## config.mk

```make
export PLATFORM = sky130hd
export DESIGN_NAME = inst_fetch
export DESIGN_NICKNAME = d
export VERILOG_FILES = /design/src/rtl/inst_fetch.sv
export SDC_FILE = /design/constraint.sdc
export NUM_CORES = 1
export LEC_CHECK = 0
export ABC_AREA = 1
export BUFFER_PORTS_ARGS = -buffer_cell sky130_fd_sc_hd__clkbuf_2
export CAP_MARGIN = 20
export CORE_ASPECT_RATIO = 1.4
export CORE_MARGIN = 2
export CORE_UTILIZATION = 48
export CTS_CLUSTER_SIZE = 14
export DETAILED_ROUTE_END_ITERATION = 10
export PLACE_DENSITY = 0.82
export SYNTH_ARGS = -nofsm -noshare
export SYNTH_HDL_FRONTEND = slang
export SYNTH_SLANG_ARGS = --single-unit
export TNS_END_PERCENT = 30
```

## constraint.sdc

```tcl
create_clock -name clk -period 1.65 [get_ports clk]
set_clock_uncertainty 0.15 [all_clocks]
set_input_delay 0 -clock clk [delete_from_list [all_inputs] [get_ports clk]]
set_output_delay 0 -clock clk [all_outputs]
set_load 0.005 [all_outputs]
```

## src/rtl/inst_fetch.sv

```systemverilog
// rtl/inst_fetch.sv - fetch stage: owns the PC, runs ibus req/ack, holds one instruction for IF/ID
module inst_fetch #(
  parameter logic [31:0] RESET_PC = 32'h00000000,
  parameter int unsigned PC_STEP  = 4
) (
  input  logic        clk,
  input  logic        rst,
  input  logic [5:0]  stall,
  input  logic        branch_flag_i,
  input  logic [31:0] branch_target_i,
  output logic        ibus_req_o,
  output logic [31:0] ibus_addr_o,
  input  logic        ibus_ack_i,
  input  logic [31:0] ibus_data_i,
  output logic [31:0] if_pc,
  output logic [31:0] if_inst,
  output logic        stallreq_o
);

  localparam logic [1:0] S_BOOT  = 2'd0;
  localparam logic [1:0] S_READY = 2'd1;
  localparam logic [1:0] S_BUSY  = 2'd2;
  localparam logic [1:0] S_DROP  = 2'd3;

  logic [1:0]  r_state;
  logic [1:0]  w_state_nxt;
  logic [31:0] r_pc;
  logic [31:0] r_pc_q;
  logic [31:0] r_inst_q;
  logic        r_valid_q;
  logic        r_req;
  logic [31:0] r_addr;

  logic [31:0] w_pc_nxt;
  logic [31:0] w_pc_q_nxt;
  logic [31:0] w_inst_q_nxt;
  logic        w_valid_nxt;
  logic        w_req_nxt;
  logic [31:0] w_addr_nxt;

  logic        w_consume;
  logic        w_slot_free;
  logic        w_ack;
  logic        w_unused;

  // Only stall[1] (IF/ID hold) concerns this stage.
  assign w_unused    = &{1'b0, stall[5:2], stall[0]};
  assign w_consume   = r_valid_q & ~stall[1];
  assign w_slot_free = ~r_valid_q | w_consume;
  assign w_ack       = ibus_ack_i & ((r_state == S_BUSY) | (r_state == S_DROP));

  always_ff @(posedge clk or negedge rst) begin
    if (!rst) begin
      r_state <= S_BOOT;
    end else begin
      r_state <= w_state_nxt;
    end
  end

  always_comb begin
    w_state_nxt = r_state;
    case (r_state)
      S_BOOT:  w_state_nxt = S_READY;
      S_READY: if (!branch_flag_i && w_slot_free) w_state_nxt = S_BUSY;
      S_BUSY: begin
        if (w_ack)              w_state_nxt = S_READY;
        else if (branch_flag_i) w_state_nxt = S_DROP;
      end
      S_DROP:  if (w_ack) w_state_nxt = S_READY;
      default: w_state_nxt = S_BOOT;
    endcase
  end

  always_comb begin
    w_pc_nxt     = r_pc;
    w_pc_q_nxt   = r_pc_q;
    w_inst_q_nxt = r_inst_q;
    w_valid_nxt  = r_valid_q & ~w_consume;
    w_req_nxt    = r_req;
    w_addr_nxt   = r_addr;
    case (r_state)
      S_READY: begin
        if (!branch_flag_i && w_slot_free) begin
          w_req_nxt  = 1'b1;
          w_addr_nxt = r_pc;
        end
      end
      S_BUSY: begin
        if (w_ack) begin
          w_req_nxt = 1'b0;
          if (!branch_flag_i) begin
            w_valid_nxt  = 1'b1;
            w_pc_q_nxt   = r_addr;
            w_inst_q_nxt = ibus_data_i;
            w_pc_nxt     = r_pc + 32'(PC_STEP);
          end
        end
      end
      S_DROP: begin
        if (w_ack) w_req_nxt = 1'b0;
      end
      default: ;
    endcase
    // A taken branch flushes the held word and wins over consume and issue.
    if (branch_flag_i && (r_state != S_BOOT)) begin
      w_pc_nxt    = branch_target_i;
      w_valid_nxt = 1'b0;
    end
  end

  always_ff @(posedge clk or negedge rst) begin
    if (!rst) begin
      r_pc      <= RESET_PC;
      r_pc_q    <= 32'h0;
      r_inst_q  <= 32'h0;
      r_valid_q <= 1'b0;
      r_req     <= 1'b0;
      r_addr    <= 32'h0;
    end else begin
      r_pc      <= w_pc_nxt;
      r_pc_q    <= w_pc_q_nxt;
      r_inst_q  <= w_inst_q_nxt;
      r_valid_q <= w_valid_nxt;
      r_req     <= w_req_nxt;
      r_addr    <= w_addr_nxt;
    end
  end

  assign ibus_req_o  = r_req;
  assign ibus_addr_o = r_addr;
  assign if_pc       = r_valid_q ? r_pc_q   : 32'h0;
  assign if_inst     = r_valid_q ? r_inst_q : 32'h0;
  assign stallreq_o  = rst & ~r_valid_q & (r_state != S_BOOT);

endmodule
```

==> results.py, run 1 <==
metrics = {
    "clock_network": {
        "insertion_delay_ns": 0.41,
        "ctsHtreeMaxLevel": 4,
        "path_clk_slew_ns": 0.06,
        "ctsHoldBuffers": 68,
        "cts.sinks": 132,
        "cts_tree": "yes",
        "cts_max_path_buffers": 2,
        "clockRootBuffer": "clkbuf_16",
        "cts_inserted_buffers": 17,
    },
    "sta": {
        "drv_slew": 0,
        "hold_viol_final": 29,
        "fin_crit_ns": 1.86,
        "grt_setup_unrepaired": "true",
        "worst_pin_slew_ns": 0.416,
        "hold_ws_ns": -0.115,
        "finalCritPeriodShare_pct": 113,
        "setup_ws_ns": -0.213,
        "max-slew-margin-rel_pct": 72.2,
        "fmax_ghz": 0.537,
        "totalNegativeSetupSlack_ns": -9.54,
        "setup_violations": 95,
    },
    "pwr": {
        "pwr-share-clk_pct": 26.0,
        "power_uw": 16100,
        "p_sw_share_pct": 35.0,
        "p_sw_uw": 5640,
        "leakage_uw": 0.00532,
        "cellInternalPower_uw": 10500,
        "power_density_nw_per_um2": 1680,
        "combPwrFrac_pct": 37.1,
        "seqPwrFrac_pct": 36.8,
        "vdd_drop_max_mv": 0.761,
    },
    "place": {
        "place_ws_ns": -0.136,
        "gp_congestion": 0.949,
        "io_buffers": 166,
        "dp.cells": 1174,
        "place_hpwl_um": 12400,
    },
    "status": {
        "status": "finished with violations",
        "violations": "hold timing, setup timing",
    },
    "die": {
        "rows": 50,
        "core_um2": 13400,
        "design.die.area_um2": 14700,
        "io_pins": 172,
        "fp.dieH_um": 143,
        "start_util_pct": 49.2,
        "die_w_um": 103,
    },
    "routing": {
        "final_antenna_net_count": 0,
        "vias": 6305,
        "wire_per_inst_um": 14.6,
        "routed_via_density": 4.92,
        "route.detailed.drc": 0,
        "drtIter0Drc": 385,
        "drt_wl_total_um": 18700,
        "dr.pass1.iters": 5,
    },
    "setup_path": {
        "arrival_ns": 1.98,
        "cp_top_family": "buffers and inverters",
        "cp_slowest_cell": "dfrtp_1",
        "path_class": "flip-flop to flip-flop",
        "cp.required_ns": 1.77,
        "cp_slowest_stage_delay_ns": 0.38,
        "crit_path_frequent_cell": "a21oi_1",
        "r2r_slack_ns": -0.21,
        "crit_chain": "inv_1, ha_2, nor2_4, buf_4, buf_6, a21oi_1, a21oi_1, a22oi_1",
        "rr_endpoint": "r_pc[6]",
        "endpoint_kind": "flip-flop",
        "r2r_start": "r_state[1]",
        "crit_buf_inv": 3,
        "ff2ff_path_depth": 8,
        "start_kind": "flip-flop",
        "crit_path_max_fanout": 11,
    },
    "final_layout": {
        "nets": 1164,
        "syn_to_final_growth_pct": 45.5,
        "final_core_util_pct": 71.6,
        "regArea_um2": 3300,
        "drive_gt1_share_pct": 31.7,
        "multi_input_area_um2": 2830,
        "stdcell_count": 1281,
        "nFillCells": 985,
    },
    "synthesis": {
        "yosys_warnings": 0,
        "synthTopCellsByCount": "245 x nand2_1, 132 x dfrtp_1, 111 x inv_1",
        "ys_seq_area_share_pct": 50.1,
        "yosysTopAreaCellShare_pct": 50.1,
        "synth_area_leader_cell": "dfrtp_1",
        "syn_area_per_cell_um2": 8.16,
        "synthFlopType": "dfrtp_1",
        "synthTopCellsByArea": "dfrtp_1 50%, nand2_1 14%, mux2_2 10%, inv_1 6.3%, nor2_1 4.7%",
        "synthesis.area_um2": 6590,
        "ys_async_sr_fraction_pct": 100,
        "synth.distinct_cells": 25,
        "synthCells": 808,
        "synth_edf_count": 0,
        "synth.most_common_cell": "nand2_1",
        "syn-num-nets": 887,
        "ys_seq_elements": 132,
    },
    "grt": {
        "grt_overflow": 0,
        "grt_max_degree": 77,
        "grt_pass1_vias": 6197,
        "grtUsageTotal_pct": 25.6,
        "antenna_found_initial": 0,
        "grt_first_pass_wirelength_um": 29300,
    },
    "min_path": {
        "hold_class": "input port to asynchronous set/reset pin",
    },
    "job": {
        "max_cap_viol_count": 0,
    },
}
[per-stage QoR]
step	area (µm²)	hold slack (ns)
after detailed placement	8010	-0.248
after global placement	8010	-0.251
after floorplan	6640	-0.446
final	9590	-0.115
after global routing	9590	-0.0896
after CTS	9520	-0.115
[power by group through the flow]
stage | clock network, µW | logic, µW | registers [µW]
floorplan | 0 | 3280 | 5640
global placement | 0 | 5170 | 5850
detailed placement | 0 | 5390 | 5920
CTS | 4250 | 5860 | 5890
global route | 4380 | 6700 | 6120
finish | 4210 | 6000 | 5950
[flip-flops by register name (all words and copies together), names as in the netlist]
name and flops:
ibus_addr_o 32, ibus_req_o 1, r_inst_q 32, r_pc 32, r_pc_q 32, r_state 2
r_valid_q 1
[worst max path at each step]
stage / from / endpoint / slack (ns) / cells after the start
finish: r_state[1] / r_pc[6] / -0.21 / 8
global route: r_state[1] / r_pc[6] / -0.31 / 8
CTS: r_state[1] / r_pc[30] / -0.13 / 10
detailed placement: r_state[0] / r_pc[26] / -0.14 / 11
global placement: r_state[0] / r_pc[22] / -0.09 / 11
floorplan: r_state[0] / r_pc[14] / -0.03 / 10
[cells by family (layout without fill, tap and decap cells)]
group | after synthesis | in the layout | share of synthesized area [%]
simple gates | 373 | 373 | 22.4
buf+inv | 148 | 438 | 8.79
flops | 132 | 132 | 50.1
compound gates | 85 | 85 | 6.81
mux | 61 | 61 | 10.4
fa+ha+maj | 5 | 5 | 0.949
xor+xnor | 4 | 4 | 0.532
other cells | 0 | 1 | 0
[cell usage in the layout (no fill, tap or decap), types with 14 or more instances in the layout]
cell type,count
a21oi_1,14
buf_4,40
clkbuf_16,18
clkbuf_2,165
dfrtp_1,131
dlygate4sd3_1,68
inv_1,110
mux2_2,52
nand2_1,239
nand3_1,32
nor2_1,76
o21ai_0,48
o21ai_1,15
[worst register-to-register path, delay by kind of cell (launching register included)]
family | cells | cell delay [ns]
buffers and inverters | 3 | 0.46
AOI/OAI and AO/OA | 3 | 0.40
DFF | 1 | 0.38
adders and majority gates | 1 | 0.21
and+or+nand+nor | 1 | 0.13
[repair_timing]
| action | 4_1_cts | 5_1_grt |
|---|---|---|
| buffers inserted | 3 | 1 |
| gates cloned | 1 | 1 |
| setup endpoints to repair | 104 | 130 |
| pin swaps | 3 | 1 |
| gates resized for setup | 34 | 17 |
| hold endpoints to repair | 200 | 29 |
[cell type report]
class,instances,share of cell area [%]
antenna,1,0.0261
inverter,115,4.53
timing repair buffer,291,22.2
multi-input combinational,528,29.5
sequential,132,34.5
clock buffer,24,5.13
clock inverter,8,1.77
tap,182,2.37
[per-layer routing]
layer	vias up	routed length [µm]	global-route usage [%]
met3	37	1040	5.78
li1	3060	-	-
met1	2986	7370	29.6
met2	222	9860	45.5
met4	0	476	9.49
met5	-	0	0
Note: power is estimated with default switching activity, not from simulation.
==> run 2: changes to the inputs <==
CORE_UTILIZATION = 53   (was 48)
PLACE_DENSITY = 0.86   (was 0.82)
TNS_END_PERCENT = 20   (was 30)
clock period = 1.85 ns   (was 1.65 ns; I/O delays follow)
==> results.py, run 2 (same netlist as run 1, synthesis figures left out) <==
metrics = {
    "status": {
        "status": "finished with violations",
        "violations": "setup timing",
    },
    "pwr": {
        "vdd_drop_max_mv": 0.707,
        "leakage_uw": 0.00524,
        "power_density_nw_per_um2": 1530,
    },
    "grt": {
        "grtUsageTotal_pct": 27.6,
        "grt_max_degree": 85,
        "grt_first_pass_wirelength_um": 29200,
        "grt_pass1_vias": 6128,
        "antenna_found_initial": 0,
        "grt_overflow": 0,
    },
    "clock_network": {
        "insertion_delay_ns": 0.42,
        "ctsHtreeMaxLevel": 4,
        "clockRootBuffer": "clkbuf_16",
        "cts_inserted_buffers": 17,
        "cts.sinks": 132,
        "path_clk_slew_ns": 0.06,
        "cts_max_path_buffers": 2,
        "cts_tree": "yes",
    },
    "die": {
        "die_w_um": 98.3,
        "core_um2": 12300,
        "start_util_pct": 53.8,
        "rows": 48,
        "io_pins": 172,
        "design.die.area_um2": 13400,
        "fp.dieH_um": 136,
    },
    "routing": {
        "dr.pass1.iters": 5,
        "vias": 6592,
        "routed_via_density": 5.32,
        "drt_wl_total_um": 20400,
        "wire_per_inst_um": 16.5,
        "drtIter0Drc": 517,
        "route.detailed.drc": 0,
        "final_antenna_net_count": 0,
    },
    "sta": {
        "drv_slew": 0,
        "setup_ws_ns": -0.0312,
        "max-slew-margin-rel_pct": 59.2,
        "finalCritPeriodShare_pct": 102,
        "grt_setup_unrepaired": "true",
        "fmax_ghz": 0.532,
        "fin_crit_ns": 1.88,
        "hold_viol_final": 0,
        "worst_pin_slew_ns": 0.612,
        "setup_violations": 11,
    },
    "final_layout": {
        "drive_gt1_share_pct": 32.8,
        "syn_to_final_growth_pct": 45.5,
        "design_area_um2": 9590,
        "nets": 1153,
        "layout_commonest_cell": "nand2_1",
        "layout_common_cells": "239 x nand2_1, 165 x clkbuf_2, 131 x dfrtp_1",
    },
    "setup_path": {
        "ff2ff_path_depth": 11,
        "crit_path_frequent_cell": "nand2_1",
        "cp.required_ns": 2.06,
        "crit_chain": "inv_2, ha_4, inv_4, nand2_4, nand3_4, a21oi_4, clkinv_4, clkbuf_16, nor2_2, nand2_1, nand2_1",
        "cp_top_family": "buffers and inverters",
        "path_depth": 11,
        "path_class": "flip-flop to flip-flop",
        "crit_path_max_fanout": 6,
        "endpoint_kind": "flip-flop",
        "crit_buf_inv": 4,
        "cp_slowest_cell": "dfrtp_1",
        "arrival_ns": 2.09,
        "start_kind": "flip-flop",
        "cp_slowest_stage_delay_ns": 0.41,
    },
    "place": {
        "gp_congestion": 0.901,
        "io_buffers": 166,
        "place_area_um2": 7750,
        "place_ws_ns": -0.0440,
        "place_hpwl_um": 12000,
    },
    "min_path": {
        "hold_class": "input port to asynchronous set/reset pin",
    },
    "job": {
        "max_cap_viol_count": 0,
    },
}
==> run 2: cell count changes in the layout (fill, tap and decap cells not counted), sizes merged <==
cell / change
bufinv: -1
clkbuf: +2
buf: -17
clkinv: +6
inv: -2
clkinvlp: +1
==> run 2: worst min-delay path, delay by kind of cell <==
family / cells / cell delay (ns)
buffers and inverters: 3 / 1.02
==> run 2: area by class of cell <==
class / count / area [µm²]
Antenna cell: 1 / 2.50
Clock buffer: 20 / 457
Clock inverter: 12 / 179
Fill cell: 771 / 2660
Inverter: 115 / 444
Multi-Input combinational cell: 528 / 2910
Sequential cell: 132 / 3300
Tap cell: 150 / 188
Timing Repair Buffer: 280 / 2100
==> run 2: repair_timing <==
item | 4_1_cts | 5_1_grt
endpoints found under the setup margin | 27 | 43
buffers inserted | 0 | 9
cloned | 0 | 9
hold buffers | 68 | 0
resized for setup | 4 | 69
pin swaps | 0 | 18
endpoints found under the hold margin | 200 | 0
==> run 2: per-stage QoR <==
step	total power, µW	util [%]	hold slack, ns	std cells	setup TNS, ns
floorplan	7900	-	-0.446	808	0
global placement	9430	63.3	-0.0784	1119	0
detailed placement	9710	63.3	-0.0790	1119	-0.183
CTS	13500	74.1	0.0446	1219	0
global route	15500	78.2	0.0875	1237	-2.29
finish	14700	78.3	0.0272	1238	-0.0864
==> run 2: layer usage <==
| layer | vias to the layer above | track usage, % | part of all wire [%] |
|---|---|---|---|
| met5 | - | 0 | 0 |
| li1 | 3051 | - | - |
| met4 | 0 | 11.0 | 3.2 |
| met2 | 325 | 49.5 | 54 |
| met1 | 3155 | 32.6 | 37 |
| met3 | 61 | 5.30 | 6.3 |
==> run 2: final timing paths <==
kind                             endpoint  slack [ns]             from
setup / recovery                 r_pc[24]       -0.03       r_state[0]
hold / removal             ibus_addr_o[3]        0.03              rst
setup reg to reg                 r_pc[24]       -0.03       r_state[0]
hold reg to reg                 r_pc_q[8]        0.34        r_pc_q[8]
max in group asynchronous      r_pc_q[20]        1.01              rst
min in group clk             r_inst_q[24]        0.20  ibus_data_i[24]
==> run 2: power by group <==
part / internal (µW) / total [µW] / switching [µW] / leakage [µW]
sequential: 4260 / 5350 / 1100 / 0.00162
combinational: 2680 / 5740 / 3060 / 0.00331
clock: 2330 / 3610 / 1280 / 0.000302
==> run 3: changes to the inputs <==
CORE_UTILIZATION = 35   (was 53)
PLACE_DENSITY = 0.63   (was 0.86)
SKIP_CTS_REPAIR_TIMING = 1   (was not set)
TNS_END_PERCENT = 50   (was 20)
==> results.py, run 3 (same netlist as run 1, synthesis figures left out) <==
metrics = {
    "clock_network": {
        "path_clk_slew_ns": 0.06,
        "ctsHtreeMaxLevel": 4,
        "cts.sinks": 132,
        "insertion_delay_ns": 0.42,
        "cts_tree": "yes",
        "cts_max_path_buffers": 2,
        "cts_inserted_buffers": 17,
        "clockRootBuffer": "clkbuf_16",
    },
    "sta": {
        "worst_pin_slew_ns": 0.791,
        "setup_violations": 0,
        "hold_ws_ns": -0.0339,
        "setup_ws_ns": 0.0496,
        "hold_viol_final": 1,
        "max-slew-margin-rel_pct": 47.1,
        "grt_setup_unrepaired": "true",
        "fin_crit_ns": 1.80,
        "finalCritPeriodShare_pct": 97.3,
        "fmax_ghz": 0.555,
        "drv_slew": 0,
    },
    "place": {
        "dp.cells": 1213,
        "place_ws_ns": 0.00971,
        "gp_congestion": 0.840,
        "place_hpwl_um": 12000,
        "io_buffers": 166,
    },
    "die": {
        "die_w_um": 120,
        "design.die.area_um2": 20000,
        "fp.dieH_um": 166,
        "rows": 59,
        "core_um2": 18500,
        "io_pins": 172,
        "start_util_pct": 35.6,
    },
    "setup_path": {
        "ff2ff_path_depth": 11,
        "cp_slowest_stage_delay_ns": 0.39,
        "crit_chain": "inv_2, ha_2, inv_2, nand2_2, nand3_2, a21oi_4, buf_8, buf_6, nand3_1, nand2_1, inv_1",
        "start_kind": "flip-flop",
        "cp_slowest_cell": "dfrtp_1",
        "path_class": "flip-flop to flip-flop",
        "cp.required_ns": 2.01,
        "arrival_ns": 1.96,
        "crit_path_max_fanout": 6,
        "path_depth": 11,
        "crit_path_frequent_cell": "inv_2",
        "cp_top_family": "buffers and inverters",
        "endpoint_kind": "flip-flop",
        "crit_buf_inv": 5,
    },
    "routing": {
        "final_antenna_net_count": 0,
        "top_layer": "met4",
        "wl_met2_um": 9440,
        "wl_met1_um": 7510,
        "drt_wl_total_um": 17900,
        "drtIter0Drc": 307,
        "dr_wl_met3_um": 566,
        "dr.pass1.iters": 7,
        "wire_per_inst_um": 13.6,
        "routed_via_density": 4.56,
        "route.detailed.drc": 0,
        "vias": 5998,
    },
    "final_layout": {
        "syn_to_final_growth_pct": 41.9,
        "layout_common_cells": "240 x nand2_1, 165 x clkbuf_2, 131 x dfrtp_1",
        "final_core_util_pct": 50.5,
        "n_antenna_cell": 0,
        "layout_commonest_cell": "nand2_1",
        "nFillCells": 1734,
        "drive_gt1_share_pct": 30.0,
        "stdcell_count": 1316,
        "nets": 1139,
    },
    "grt": {
        "grt_first_pass_wirelength_um": 27100,
        "antenna_found_initial": 0,
        "grt_pass1_vias": 5522,
        "grt_max_degree": 115,
        "grt_overflow": 0,
        "grtUsageTotal_pct": 17.1,
    },
    "pwr": {
        "vdd_drop_max_mv": 0.659,
        "power_density_nw_per_um2": 1460,
        "leakage_uw": 0.00511,
    },
    "status": {
        "violations": "hold timing",
        "status": "finished with violations",
    },
    "job": {
        "max_cap_viol_count": 0,
    },
    "min_path": {
        "min_path_cells": 7,
        "hold_class": "input port to flip-flop",
    },
}
## run 3: cell types whose count changed in the layout (fill, tap and decap cells not counted), moves of 4 or more
cell / delta
nor2_2: -4
buf_6: -4
buf_4: -4
nor2_4: -5
o21ai_0: +4
clkbuf_16: -6
nor2_1: +9
clkinv_4: -5
## run 3: metrics by stage
stage / total power, µW / hold WS [ns] / cell area, µm² / setup TNS [ns]
6_report: 13600 / -0.0339 / 9350 / 0
5_1_grt: 14700 / 0.0164 / 9350 / -0.306
4_1_cts: 13400 / -0.730 / 8500 / -0.00641
3_5_place_dp: 9710 / -0.290 / 7870 / 0
3_3_place_gp: 9560 / -0.290 / 7870 / 0
2_1_floorplan: 7900 / -0.446 / 6590 / 0
## run 3: worst min-delay path, cell delays in order
cell      delay [ns]
clkbuf_2        0.11
inv_2           0.08
nand2_1         0.07
nand2_1         0.06
nand2_1         0.07
nand2_1         0.04
o21ai_0         0.05
## run 3: area by class of cell
class / instances / area, µm² / area share (%)
sequential: 132 / 3300 / 35.3
multi-input combinational: 528 / 2800 / 29.9
timing repair buffer: 266 / 1880 / 20.1
clock buffer: 21 / 450 / 4.82
inverter: 115 / 437 / 4.67
tap: 244 / 305 / 3.26
clock inverter: 10 / 180 / 1.93
## run 3: power by group
group	internal [µW]	switching, µW	leakage, µW	total (µW)
registers	4250	990	0.00162	5240
logic	2230	2520	0.00318	4750
clock network	2410	1220	0.000303	3630
## run 3: path summary, 6_finish.rpt
path / from / end / slack [ns]
max: r_state[0] / r_pc[16] / 0.05
max reg2reg: r_state[0] / r_pc[16] / 0.05
min: branch_flag_i / ibus_req_o / -0.03
min reg2reg: r_pc_q[7] / r_pc_q[7] / 0.34
min in group asynchronous: rst / ibus_addr_o[31] / 0.14
max in group asynchronous: rst / r_inst_q[11] / 0.39
## run 3: layer usage
metal | track usage, % | up-vias
li1 | - | 3014
met1 | 20.6 | 2812
met2 | 30.1 | 146
met3 | 2.95 | 26
met4 | 6.55 | 0
met5 | 0 | -
